`src/rtl/markov_next_token.sv`:
```
// Weighted next-token picker for the Markov learner's transition list.
// First pass totals matching counts; second pass walks cumulative counts against an LFSR threshold.
module markov_next_token #(
    parameter int          TOKEN_W   = 8,
    parameter int          COUNT_W   = 8,
    parameter int          ADDR_W    = 6,
    parameter logic [15:0] LFSR_SEED = 16'hACE1
) (
    input  logic                clk,
    input  logic                reset,
    input  logic                start,
    input  logic [TOKEN_W-1:0]  cur_token,
    input  logic [ADDR_W:0]     list_len,
    output logic [ADDR_W-1:0]   tbl_addr,
    input  logic [TOKEN_W-1:0]  tbl_from,
    input  logic [TOKEN_W-1:0]  tbl_to,
    input  logic [COUNT_W-1:0]  tbl_count,
    output logic                busy,
    output logic                done,
    output logic                found,
    output logic [TOKEN_W-1:0]  next_token
);

    localparam int SUM_W  = COUNT_W + ADDR_W;
    localparam int PROD_W = 16 + SUM_W;
    localparam int LEN_W  = ADDR_W + 1;
    localparam logic [LEN_W-1:0] MAX_LEN = {1'b1, {ADDR_W{1'b0}}};

    typedef enum logic [2:0] {
        S_IDLE   = 3'd0,
        S_SUM    = 3'd1,
        S_DRAW   = 3'd2,
        S_SELECT = 3'd3,
        S_FINISH = 3'd4
    } state_t;

    // Right-shifting Galois LFSR, taps 0xB400.
    function automatic logic [15:0] lfsr_step(input logic [15:0] cur);
        if (cur[0]) begin
            lfsr_step = (cur >> 1) ^ 16'hB400;
        end else begin
            lfsr_step = cur >> 1;
        end
    endfunction

    state_t               state_q, state_d;
    logic [LEN_W-1:0]     cnt_q, cnt_d;
    logic [LEN_W-1:0]     len_q, len_d;
    logic [TOKEN_W-1:0]   tok_q, tok_d;
    logic                 rd_vld_q, rd_vld_d;
    logic [SUM_W-1:0]     total_q, total_d;
    logic [SUM_W-1:0]     acc_q, acc_d;
    logic [SUM_W-1:0]     thr_q, thr_d;
    logic [15:0]          lfsr_q, lfsr_d;
    logic                 busy_q, busy_d;
    logic                 done_q, done_d;
    logic                 found_q, found_d;
    logic [TOKEN_W-1:0]   next_q, next_d;

    logic                 match_s;
    logic [SUM_W-1:0]     count_ext_s;
    logic [SUM_W-1:0]     acc_sum_s;
    logic [PROD_W-1:0]    prod_s;

    assign match_s     = rd_vld_q && (tbl_from == tok_q);
    assign count_ext_s = {{ADDR_W{1'b0}}, tbl_count};
    assign acc_sum_s   = acc_q + count_ext_s;
    assign prod_s      = PROD_W'(lfsr_q) * PROD_W'(total_q);

    // Next-state and datapath updates for the two-pass scan.
    always_comb begin
        state_d  = state_q;
        cnt_d    = cnt_q;
        len_d    = len_q;
        tok_d    = tok_q;
        rd_vld_d = 1'b0;
        total_d  = total_q;
        acc_d    = acc_q;
        thr_d    = thr_q;
        lfsr_d   = lfsr_q;
        done_d   = 1'b0;
        found_d  = found_q;
        next_d   = next_q;

        case (state_q)
            S_IDLE: begin
                if (start) begin
                    state_d = S_SUM;
                    cnt_d   = {LEN_W{1'b0}};
                    tok_d   = cur_token;
                    total_d = {SUM_W{1'b0}};
                    acc_d   = {SUM_W{1'b0}};
                    if (list_len > MAX_LEN) begin
                        len_d = MAX_LEN;
                    end else begin
                        len_d = list_len;
                    end
                end else begin
                    state_d = S_IDLE;
                end
            end
            S_SUM: begin
                // rd_vld tracks whether the address on tbl_addr this cycle is a real entry.
                rd_vld_d = (cnt_q < len_q);
                if (match_s) begin
                    total_d = total_q + count_ext_s;
                end else begin
                    total_d = total_q;
                end
                if (cnt_q == len_q) begin
                    state_d  = S_DRAW;
                    cnt_d    = {LEN_W{1'b0}};
                    rd_vld_d = 1'b0;
                end else begin
                    cnt_d = cnt_q + LEN_W'(1);
                end
            end
            S_DRAW: begin
                lfsr_d = lfsr_step(lfsr_q);
                cnt_d  = {LEN_W{1'b0}};
                acc_d  = {SUM_W{1'b0}};
                if (total_q == {SUM_W{1'b0}}) begin
                    state_d = S_FINISH;
                    found_d = 1'b0;
                    next_d  = tok_q;
                    done_d  = 1'b1;
                end else begin
                    state_d = S_SELECT;
                    thr_d   = prod_s[PROD_W-1:16];
                end
            end
            S_SELECT: begin
                rd_vld_d = (cnt_q < len_q);
                if (match_s) begin
                    acc_d = acc_sum_s;
                end else begin
                    acc_d = acc_q;
                end
                if (match_s && (acc_sum_s > thr_q)) begin
                    state_d = S_FINISH;
                    found_d = 1'b1;
                    next_d  = tbl_to;
                    done_d  = 1'b1;
                end else if (cnt_q == len_q) begin
                    // Unreachable with a stable list; fail safe to "no pick".
                    state_d = S_FINISH;
                    found_d = 1'b0;
                    next_d  = tok_q;
                    done_d  = 1'b1;
                end else begin
                    cnt_d = cnt_q + LEN_W'(1);
                end
            end
            S_FINISH: begin
                state_d = S_IDLE;
            end
            default: begin
                state_d = S_IDLE;
            end
        endcase

        busy_d = (state_d != S_IDLE);
    end

    // State and datapath registers with synchronous reset.
    always_ff @(posedge clk) begin
        if (reset) begin
            state_q  <= S_IDLE;
            cnt_q    <= {LEN_W{1'b0}};
            len_q    <= {LEN_W{1'b0}};
            tok_q    <= {TOKEN_W{1'b0}};
            rd_vld_q <= 1'b0;
            total_q  <= {SUM_W{1'b0}};
            acc_q    <= {SUM_W{1'b0}};
            thr_q    <= {SUM_W{1'b0}};
            lfsr_q   <= LFSR_SEED;
            busy_q   <= 1'b0;
            done_q   <= 1'b0;
            found_q  <= 1'b0;
            next_q   <= {TOKEN_W{1'b0}};
        end else begin
            state_q  <= state_d;
            cnt_q    <= cnt_d;
            len_q    <= len_d;
            tok_q    <= tok_d;
            rd_vld_q <= rd_vld_d;
            total_q  <= total_d;
            acc_q    <= acc_d;
            thr_q    <= thr_d;
            lfsr_q   <= lfsr_d;
            busy_q   <= busy_d;
            done_q   <= done_d;
            found_q  <= found_d;
            next_q   <= next_d;
        end
    end

    assign tbl_addr   = cnt_q[ADDR_W-1:0];
    assign busy       = busy_q;
    assign done       = done_q;
    assign found      = found_q;
    assign next_token = next_q;

endmodule

```
`config.mk`:
```
export PLATFORM = sky130hd
export DESIGN_NAME = markov_next_token
export DESIGN_NICKNAME = d
export VERILOG_FILES = /design/src/rtl/markov_next_token.sv
export SDC_FILE = /design/constraint.sdc
export NUM_CORES = 1
export LEC_CHECK = 0
export CORE_MARGIN = 2
export CORE_UTILIZATION = 60
export DETAILED_ROUTE_END_ITERATION = 7
export PLACE_DENSITY = 0.75
export SYNTH_ARGS = -nofsm -noshare
export SYNTH_HDL_FRONTEND = slang
export SYNTH_SLANG_ARGS = --single-unit
```
`constraint.sdc`:
```
create_clock -name clk -period 18.45 [get_ports clk]
set_input_delay 4.6125 -clock clk [delete_from_list [all_inputs] [get_ports clk]]
set_output_delay 4.6125 -clock clk [all_outputs]
set_load 0.03 [all_outputs]
```
### Word level (Yosys, flattened, before mapping)

Index checks and enable logic that the tools add are counted.

* input port bits: 42
* register bits: 95
* output and inout bits: 17
* logic and storage cells: 81

* multiply operators: 1
* add/sub/neg operators: 3
* bitwise logic cells: 2
* muxes and demuxes: 32
* equal/unequal tests: 12
* reduce and logical (&&, ||, !) cells: 15
* order comparisons: 3

Operators by type and width (count)
* two-way mux 14 bit: 3
* one-hot mux 14 bit (3 select lines): 1
* two-way mux 7 bit: 5
* multiplier 16 x 14 -> 30 bit: 1
* adder 14 x 8 -> 14 bit: 2
* one-hot mux 14 bit (2 select lines): 1
* one-hot mux 7 bit (4 select lines): 1
* two-way mux 8 bit: 3
* two-way mux 16 bit: 1
* one-hot mux 8 bit (2 select lines): 1
* greater-than comparator 14 bit: 1
* zero test 14 bit: 1
* two-way mux 3 bit: 4
* inequality test 2 bit, second input constant: 6
* one-hot mux 3 bit (4 select lines): 1
* AND reduction 3 bit: 3
* == test 8 bit: 1
* two-way mux 1 bit: 8
* adder 7 x 1 -> 7 bit, second input constant: 1
* == test 7 bit: 1
* greater-than comparator 7 bit, second input constant: 1
* less-than comparator 7 bit: 1
* == test 3 x 2 -> 1 bit, second input constant: 2
* one-hot mux 1 bit (2 select lines): 3
* other kinds (11): 15

### Logic depth before layout (Yosys ltp)

Gate-level depths: netlist of the first run.

* depth in word-level cells: 6
* gate-level depth with buffers: 23
* mapped depth without buffers: 22

### Worst setup path before layout of the first run

No wires, ideal clock.

* kind: input-to-reg
* start point: in tbl_count[0]
* end point: reg cnt_q[3]
* path slack: 10.461 ns
* buffers on the path: 1
* cell stages on the path: 17
* required time: 18.316 ns
* data arrival time: 7.855 ns
* library setup time: 0.134 ns
* cell sequence: ha_1 > fa_1 > a21o_1 > a21oi_1 > o21bai_1 > a21oi_1 > o21ai_1 > nand3_1 > xnor2_1 > ha_1 > a21o_1 > a21o_1 > a221o_1 > o211a_4 > buf_2 > nor3_4 > nor3_2

* word-level cells in the longest chain between the ends: 5

RTL lines
* from (decl): line 17 `input logic [COUNT_W-1:0] tbl_count,`
* adder 14 x 8 -> 14 bit: line 67 `assign acc_sum_s = acc_q + count_ext_s;`
* greater-than comparator 14 bit: line 139 `if (match_s && (acc_sum_s > thr_q)) begin`
* logical AND 1 bit: line 139
* inequality test 2 bit (no source line)
* AND reduction 4 bit (no source line)
* to (signal assigned): line 169 `cnt_q <= {LEN_W{1'b0}};`
* to (signal assigned): line 183 `cnt_q <= cnt_d;`
* to (decl): line 47 `logic [LEN_W-1:0] cnt_q, cnt_d;`

Every way passes these cells.
A chain may end at the register's enable or synchronous reset.

### Worst setup path after layout of the first run

* start point: in tbl_count[1]
* end point: reg busy_q (netlist: busy)

* word-level cells in the longest chain between the ends: 6

RTL lines
* adder 14 x 8 -> 14 bit: line 67
* greater-than comparator 14 bit: line 139
* logical AND 1 bit: line 139
* two-way mux 3 bit: line 139
* one-hot mux 3 bit (4 select lines): line 85 `case (state_q)`
* nonzero test 3 bit: line 162 `busy_d = (state_d != S_IDLE);`
* to (signal assigned): line 191 `busy_q <= busy_d;`
* to (decl): line 55 `logic busy_q, busy_d;`

Every way passes these cells.

==> results of run 1 <==
## power groups by stage
stage	Clock (mW)	Combinational, mW	Sequential [mW]
after floorplan	0	0.129	0.228
after global placement	0	0.159	0.249
after detailed placement	0	0.163	0.250
after CTS	0.191	0.165	0.246
after global routing	0.199	0.187	0.248
final	0.190	0.164	0.246
## routing by layer
metal  share of wire, %  vias to the layer above  global-route usage, %  routed length [µm]
li1                   -                     4612                      -                   -
met1                 42                     4834                   36.2               12200
met2                 51                      242                   50.6               14600
met3                4.5                       68                   3.41                1300
met4                2.8                        0                   8.98                 820
met5                  0                        -                      0                   0
## path summary, 6_finish.rpt
check                    start         to  slack (ns)  cells past startpoint
hold / removal        len_q[3]   len_q[3]        0.46                      2
setup reg to reg    total_q[5]  thr_q[12]       11.83                     19
setup / recovery  tbl_count[1]       busy        9.94                     18
hold reg to reg       len_q[3]   len_q[3]        0.46                      2
## sequential cells by signal, indices dropped and copies added (netlist names)
name / count
done: 1
thr_q: 14
len_q: 7
state_q: 3
acc_q: 14
rd_vld_q: 1
found: 1
lfsr_q: 16
busy: 1
next_token: 8
cnt_q: 7
total_q: 14
tok_q: 8
## cells by family after synthesis
kind of cell | synth area share [%]
fa+ha+maj | 40.6
buf+inv | 9.34
simple gates | 20.7
compound gates | 9.83
mux | 0.738
flops | 15.6
xor+xnor | 3.23
## tightest hold or removal path: stages, from the launching register on
cell     delay, ns
dfxtp_1       0.31
nand2_1       0.05
a21oi_1       0.05
## area by class of cell
type	instances	area, µm²	area share (%)
Clock buffer	11	243	1.84
Sequential cell	95	1900	14.4
Inverter	219	822	6.25
Tap cell	270	338	2.57
Clock inverter	5	56.3	0.428
Timing Repair Buffer	66	636	4.83
Multi-Input combinational cell	1046	9170	69.6
## synthesized netlist by cell type (3+ instances only)
cell and n:
nand4_1 15, o211ai_1 6, fa_1 166, a2111oi_0 4, inv_1 217, nor4_1 6
and2_1 106, o21ai_0 17, nand3b_1 10, nand2b_1 4, xnor2_1 33, and3_1 3
clkbuf_1 67, a211oi_1 5, nor3_2 4, a31oi_1 8, o21a_1 9, nor2_1 45
xor2_1 12, nor2b_1 4, buf_4 6, nand2_1 222, o21ai_1 11, o31ai_1 4
a21o_1 16, mux2_2 8, nand3_1 39, ha_1 130, o21bai_1 8, nor4_2 4
a22oi_1 10, a21oi_1 73, or3_1 8, buf_1 3, or4_1 4, nor3_1 23
a311oi_1 3, dfxtp_1 95
==> summary.txt, run 1 <==
Synthesis
  • Sequential fraction of the synthesis area: 15.6%
  • Yosys reg bits: 95
  • Post-synthesis cell area: 12200 µm²
  • Synth Area per Inst: 8.49 µm²
  • Largest area contributor in the synthesized netlist: fa_1
  • Syn Nets: 1776
  • Area contributors post-synth: fa_1 (27%), dfxtp_1 (16%), ha_1 (13%)
  • Number of flops mapped to enable cells by yosys: 0
  • Yosys warns: 0
  • Synth unique cells: 60
  • Synth top area share: 27.2%
  • Asr flop ratio synth: 0%
  • Post-Synthesis Cells: 1438
  • Primary FF master, synth: dfxtp_1

Floorplanning
  • Die span in y: 147 µm
  • Core Region: just over 20000 µm²
  • Io pins: a little under 60
  • Die width: 147 µm
  • Die Area: between 20000 and 25000 µm²
  • FP Rows: 52
  • Starting density of the core: around three fifths

Timing
  • RSZ-0062 raised after global routing: false
  • Fin Setup TNS: 0 ns
  • Fmax: 117 MHz
  • Fin crit share: 46.1%
  • Slew @ Worst Pin: around 1.2 ns
  • Hold slack: 0.456 ns
  • # setup viols final: 0
  • Worst Skew: 0.00574 ns
  • Final worst slack: 9.94 ns
  • Rel. slew slack: 20.2%
  • Final hold violation count: 0
  • Max-slew violations: 0
  • Final min period: 8.51 ns

Critical path
  • Largest stage delay, worst path: approximately 0.59 ns
  • Worst EP arrival: 8.73 ns
  • Bufs and invs on worst path: 1
  • Crit-path leading delay family: compound AO/OA/AOI/OAI gates
  • CP cell instances: clkdlybuf4s50_1 > ha_1 > a21o_1 > a21oi_1 > o21bai_1 > a21oi_1 > o21ai_1 > a21oi_1 > nor2_1 > xor2_1 > ha_1 > nand4_1 > nor2_1 > a221o_1 > o21ai_2 > or3_1 > a21oi_1 > nand3b_1
  • Worst path most repeated cell: a21oi_1
  • CP Data Required Time: 18.67 ns
  • CP Capture Type: flop
  • Slowest cell on crit path: clkdlybuf4s50_1
  • Critical path launch point type: input pin
  • Critical Path Fanout Max: 10
  • WS Path Type: input pin to flop

Routing
  • Drt drc: 0
  • 1st-iter DRT viols: around 590
  • Via count: 9756
  • Vias per cell: approximately 5.7
  • Post-detailed-route count of antenna-violating nets: 0
  • Total wire length: 28.9 mm
  • DRT Pass-1 Iters: 5
  • DR WL/cell: between 15 and 20 µm

CTS
  • Clock Latency Late Sink: 0.35 ns
  • H-tree depth: 3
  • Hold-fix buffer count after cts: 0
  • CTS buffer count: 9
  • Resize count post-CTS: 0
  • Clock transition at the registers of the reported paths: 0.07 ns
  • Postcts setup bufs: 0
  • Root Driver: clkbuf_16
  • TritonCTS sink count: 95
  • Max clock buf depth: 2
  • CTS tree: done

Cells and area
  • Core Util, Final: 65.5%
  • Area growth syn-to-layout: 7.87%
  • Design area: 13200 µm²
  • Layout cells sized above 1: 3.26%
  • Most frequent cells in the layout: nand2_1 (222), inv_1 (217), fa_1 (166)
  • Layout Cells excl Fill: approximately 1700
  • Fin nets: about 1800
  • Fillers: 1707
  • Commonest non-fill, non-tap cell in the layout: nand2_1
  • Ant diodes: 0

Pwr
  • P_sw: 0.210 mW
  • PD cells: 45.6 nW/µm²
  • P_int: about 0.39 mW
  • Combinational share of power: 27.3%
  • Final Power: 0.601 mW
  • Clock share of power: 31.7%
  • Switching Fraction: about a third
  • Sequential Power Share: about two fifths
  • Worst vdd ir: 0.0563 mV
  • P_leak: 6.23 nW

Global routing
  • Global-route wire length before repair: 49.6 mm
  • Grt ovf: 0
  • Pin count of the biggest net entering global routing: 83
  • Initial antenna violation count: 0
  • Vias in the first global route: roughly 10000
  • Total Routing Usage GR: 28.4%

Placement
  • Setup WS pre-CTS: 9.61 ns
  • GP Congestion: 0.862
  • Number of port buffers: 58
  • Placed insts: 1696
  • Placed instance area: 12900 µm²
  • Post-detail-place hpwl: 21.7 mm

Flow run
  • Max_cap viols: 0

Outcome
  • Status: finished clean

Min path
  • HP Class: flop to flop
Power figures use the tool's default switching activity.
==> inputs of run 2 (changes only) <==
Clock period 18.45 ns to 8.5 ns, I/O delays scaled along.
==> run 2 against run 1 <==
Critical path depth did not move. Via count fell by 0.77%. Sequential power rose by 120%. Non-clock buffer count fell by 1. Register-to-register slack got worse by 9.8 ns. Clock skew rose by 0.0050 ns. Critical endpoint is now thr_q[12]. Highest routed layer unchanged.
==> summary.txt, run 2 (synthesis results as in run 1) <==
Outcome
  • Status: finished clean

Routing
  • Post-detailed-route count of antenna-violating nets: 0 (unchanged)
  • Via count: 9681 (-0.77%)
  • 1st-iter DRT viols: 543 (-7.7%)
  • Drt drc: 0 (unchanged)
  • DRT Pass-1 Iters: 5 (unchanged)
  • DR WL/cell: 16.7 µm (-1.1%)
  • Total wire length: 28.6 mm (-1.2%)
  • Vias per cell: 5.66 (-0.71%)

CTS
  • Root Driver: clkbuf_16
  • Postcts setup bufs: 0 (unchanged)
  • TritonCTS sink count: 95 (unchanged)
  • CTS buffer count: 9 (unchanged)
  • Clock transition at the registers of the reported paths: 0.06 ns (about the same)
  • CTS tree: done
  • Hold-fix buffer count after cts: 0 (unchanged)
  • H-tree depth: 3 (unchanged)
  • Resize count post-CTS: 0 (unchanged)
  • Clock Latency Late Sink: 0.35 ns (about the same)
  • Max clock buf depth: 2 (unchanged)

Flow run
  • Max_cap viols: 0 (unchanged)

Critical path
  • Critical Path Fanout Max: 19 (+9)
  • CP Capture Type: flop
  • Crit-path leading delay family: adder cells
  • Largest stage delay, worst path: 0.93 ns (+0.34 ns)
  • WS Path Type: flop to flop
  • Critical path launch point type: flop
  • Slowest cell on crit path: dfxtp_1
  • Worst EP arrival: 6.65 ns (-2.08 ns)
  • CP Data Required Time: 8.70 ns (-9.97 ns)
  • Bufs and invs on worst path: 3 (+2)
  • CP cell instances: nand2_1 > fa_1 > fa_1 > inv_1 > fa_1 > fa_1 > fa_1 > inv_1 > fa_1 > inv_1 > ha_1 > a21oi_1 > o21ai_1 > nand4b_1 > o211ai_1 > a21oi_1 > a2111oi_0 > o32ai_1
  • Worst path most repeated cell: fa_1

Cells and area
  • Most frequent cells in the layout: nand2_1 (222), inv_1 (217), fa_1 (166)
  • Ant diodes: 0 (unchanged)
  • Top reg by flops: lfsr_q
  • Max reg flops: 16 (unchanged)
  • Commonest non-fill, non-tap cell in the layout: nand2_1
  • Fin nets: 1774 (-0.056%)
  • Area growth syn-to-layout: 8.32%
  • Core Util, Final: 65.7% (+0.27 points)
  • Layout cells sized above 1: 3.19% (-0.067 points)

Pwr
  • Final Power: 1.38 mW (+130%)
  • P_int: 0.929 mW (+140%)
  • P_sw: 0.452 mW (+120%)
  • Combinational share of power: 26.1% (-1.2 points)
  • Switching Fraction: 32.8% (-2.2 points)
  • PD cells: 104 nW/µm² (+130%)
  • Sequential Power Share: 38.5% (-2.5 points)
  • Clock share of power: 35.4% (+3.7 points)
  • P_leak: 6.25 nW (+0.32%)
  • Worst vdd ir: 0.129 mV (+130%)

Timing
  • Fin crit share: 75.9%
  • Final min period: 6.45 ns
  • Slew @ Worst Pin: 1.15 ns (-0.0441 ns)
  • Rel. slew slack: 22.8% (+2.7 points)
  • Hold slack: 0.450 ns (-0.00548 ns)
  • RSZ-0062 raised after global routing: false
  • Max-slew violations: 0 (unchanged)
  • Fmax: between 150 and 200 MHz
  • Worst Skew: 0.0108 ns (+0.00502 ns)
  • Final hold violation count: 0 (unchanged)
  • Fin Setup TNS: 0 ns (unchanged)
  • # setup viols final: 0 (unchanged)

Global routing
  • Global-route wire length before repair: 48.3 mm (-2.7%)
  • Grt ovf: 0 (unchanged)
  • Pin count of the biggest net entering global routing: 83 (unchanged)
  • Total Routing Usage GR: 27.9% (-0.53 points)
  • Vias in the first global route: 9940 (-2.2%)
  • Initial antenna violation count: 0 (unchanged)

Floorplanning
  • Die width: 147 µm (unchanged)
  • Starting density of the core: 60.7% (unchanged)
  • Die Area: 21500 µm² (unchanged)
  • Die span in y: 147 µm (unchanged)
  • Io pins: 59 (unchanged)
  • Core Region: 20100 µm² (unchanged)
  • FP Rows: 52 (unchanged)

Placement
  • GP Congestion: 0.893 (+3.6%)
  • Post-detail-place hpwl: 21.3 mm (-1.5%)
  • Number of port buffers: 58 (unchanged)

Min path
  • HP Class: flop to flop
-- run 2: changes by cell type in the layout (fill, tap and decap cells not counted), sizes merged --
cell	change
buf	-1
clkinv	-1
bufinv	+3
inv	-1
clkbuf	-1
-- run 2: stage by stage --
stage          cell area [µm²]  worst slack, ns  cells
4_1_cts                  13200             2.12   1711
2_1_floorplan            12200             2.67   1438
6_report                 13200             2.05   1711
3_5_place_dp             12900             2.08   1695
3_3_place_gp             12900             2.25   1695
5_1_grt                  13200             1.73   1711
-- run 2: worst paths after layout --
path,from,depth (start not counted),endpoint,slack (ns)
worst max-delay path,total_q[6],18,thr_q[12],2.05
worst min register to register,len_q[4],2,len_q[4],0.45
worst max register to register,total_q[6],18,thr_q[12],2.05
worst min-delay path,len_q[4],2,len_q[4],0.45
-- run 2: cell type report --
cell class                 instances  area [µm²]
clock buffer                      10         229
clock inverter                     6         133
fill                            1682        6890
inverter                         219         822
multi-input combinational       1046        9170
sequential                        95        1900
tap                              270         338
timing repair buffer              65         628
-- run 2: layer usage --
metal / GRT usage, % / share of wire (%) / vias to the layer above
met4: 8.40 / 2.8 / 0
li1: - / - / 4604
met1: 35.5 / 41 / 4768
met2: 50.1 / 51 / 249
met3: 3.03 / 4.5 / 60
met5: 0 / 0 / -
-- run 2: worst min-delay path, stage by stage, from the launching register on --
cell and delay (ns):
dfxtp_1 0.31, nand2_1 0.05, a21oi_1 0.05
-- run 2: power by group through the flow --
stage	clock network [mW]	registers, mW	logic (mW)
finish	0.489	0.532	0.360
global route	0.514	0.536	0.408
CTS	0.494	0.530	0.361
detailed placement	0	0.539	0.358
global placement	0	0.538	0.350
floorplan	0	0.496	0.279
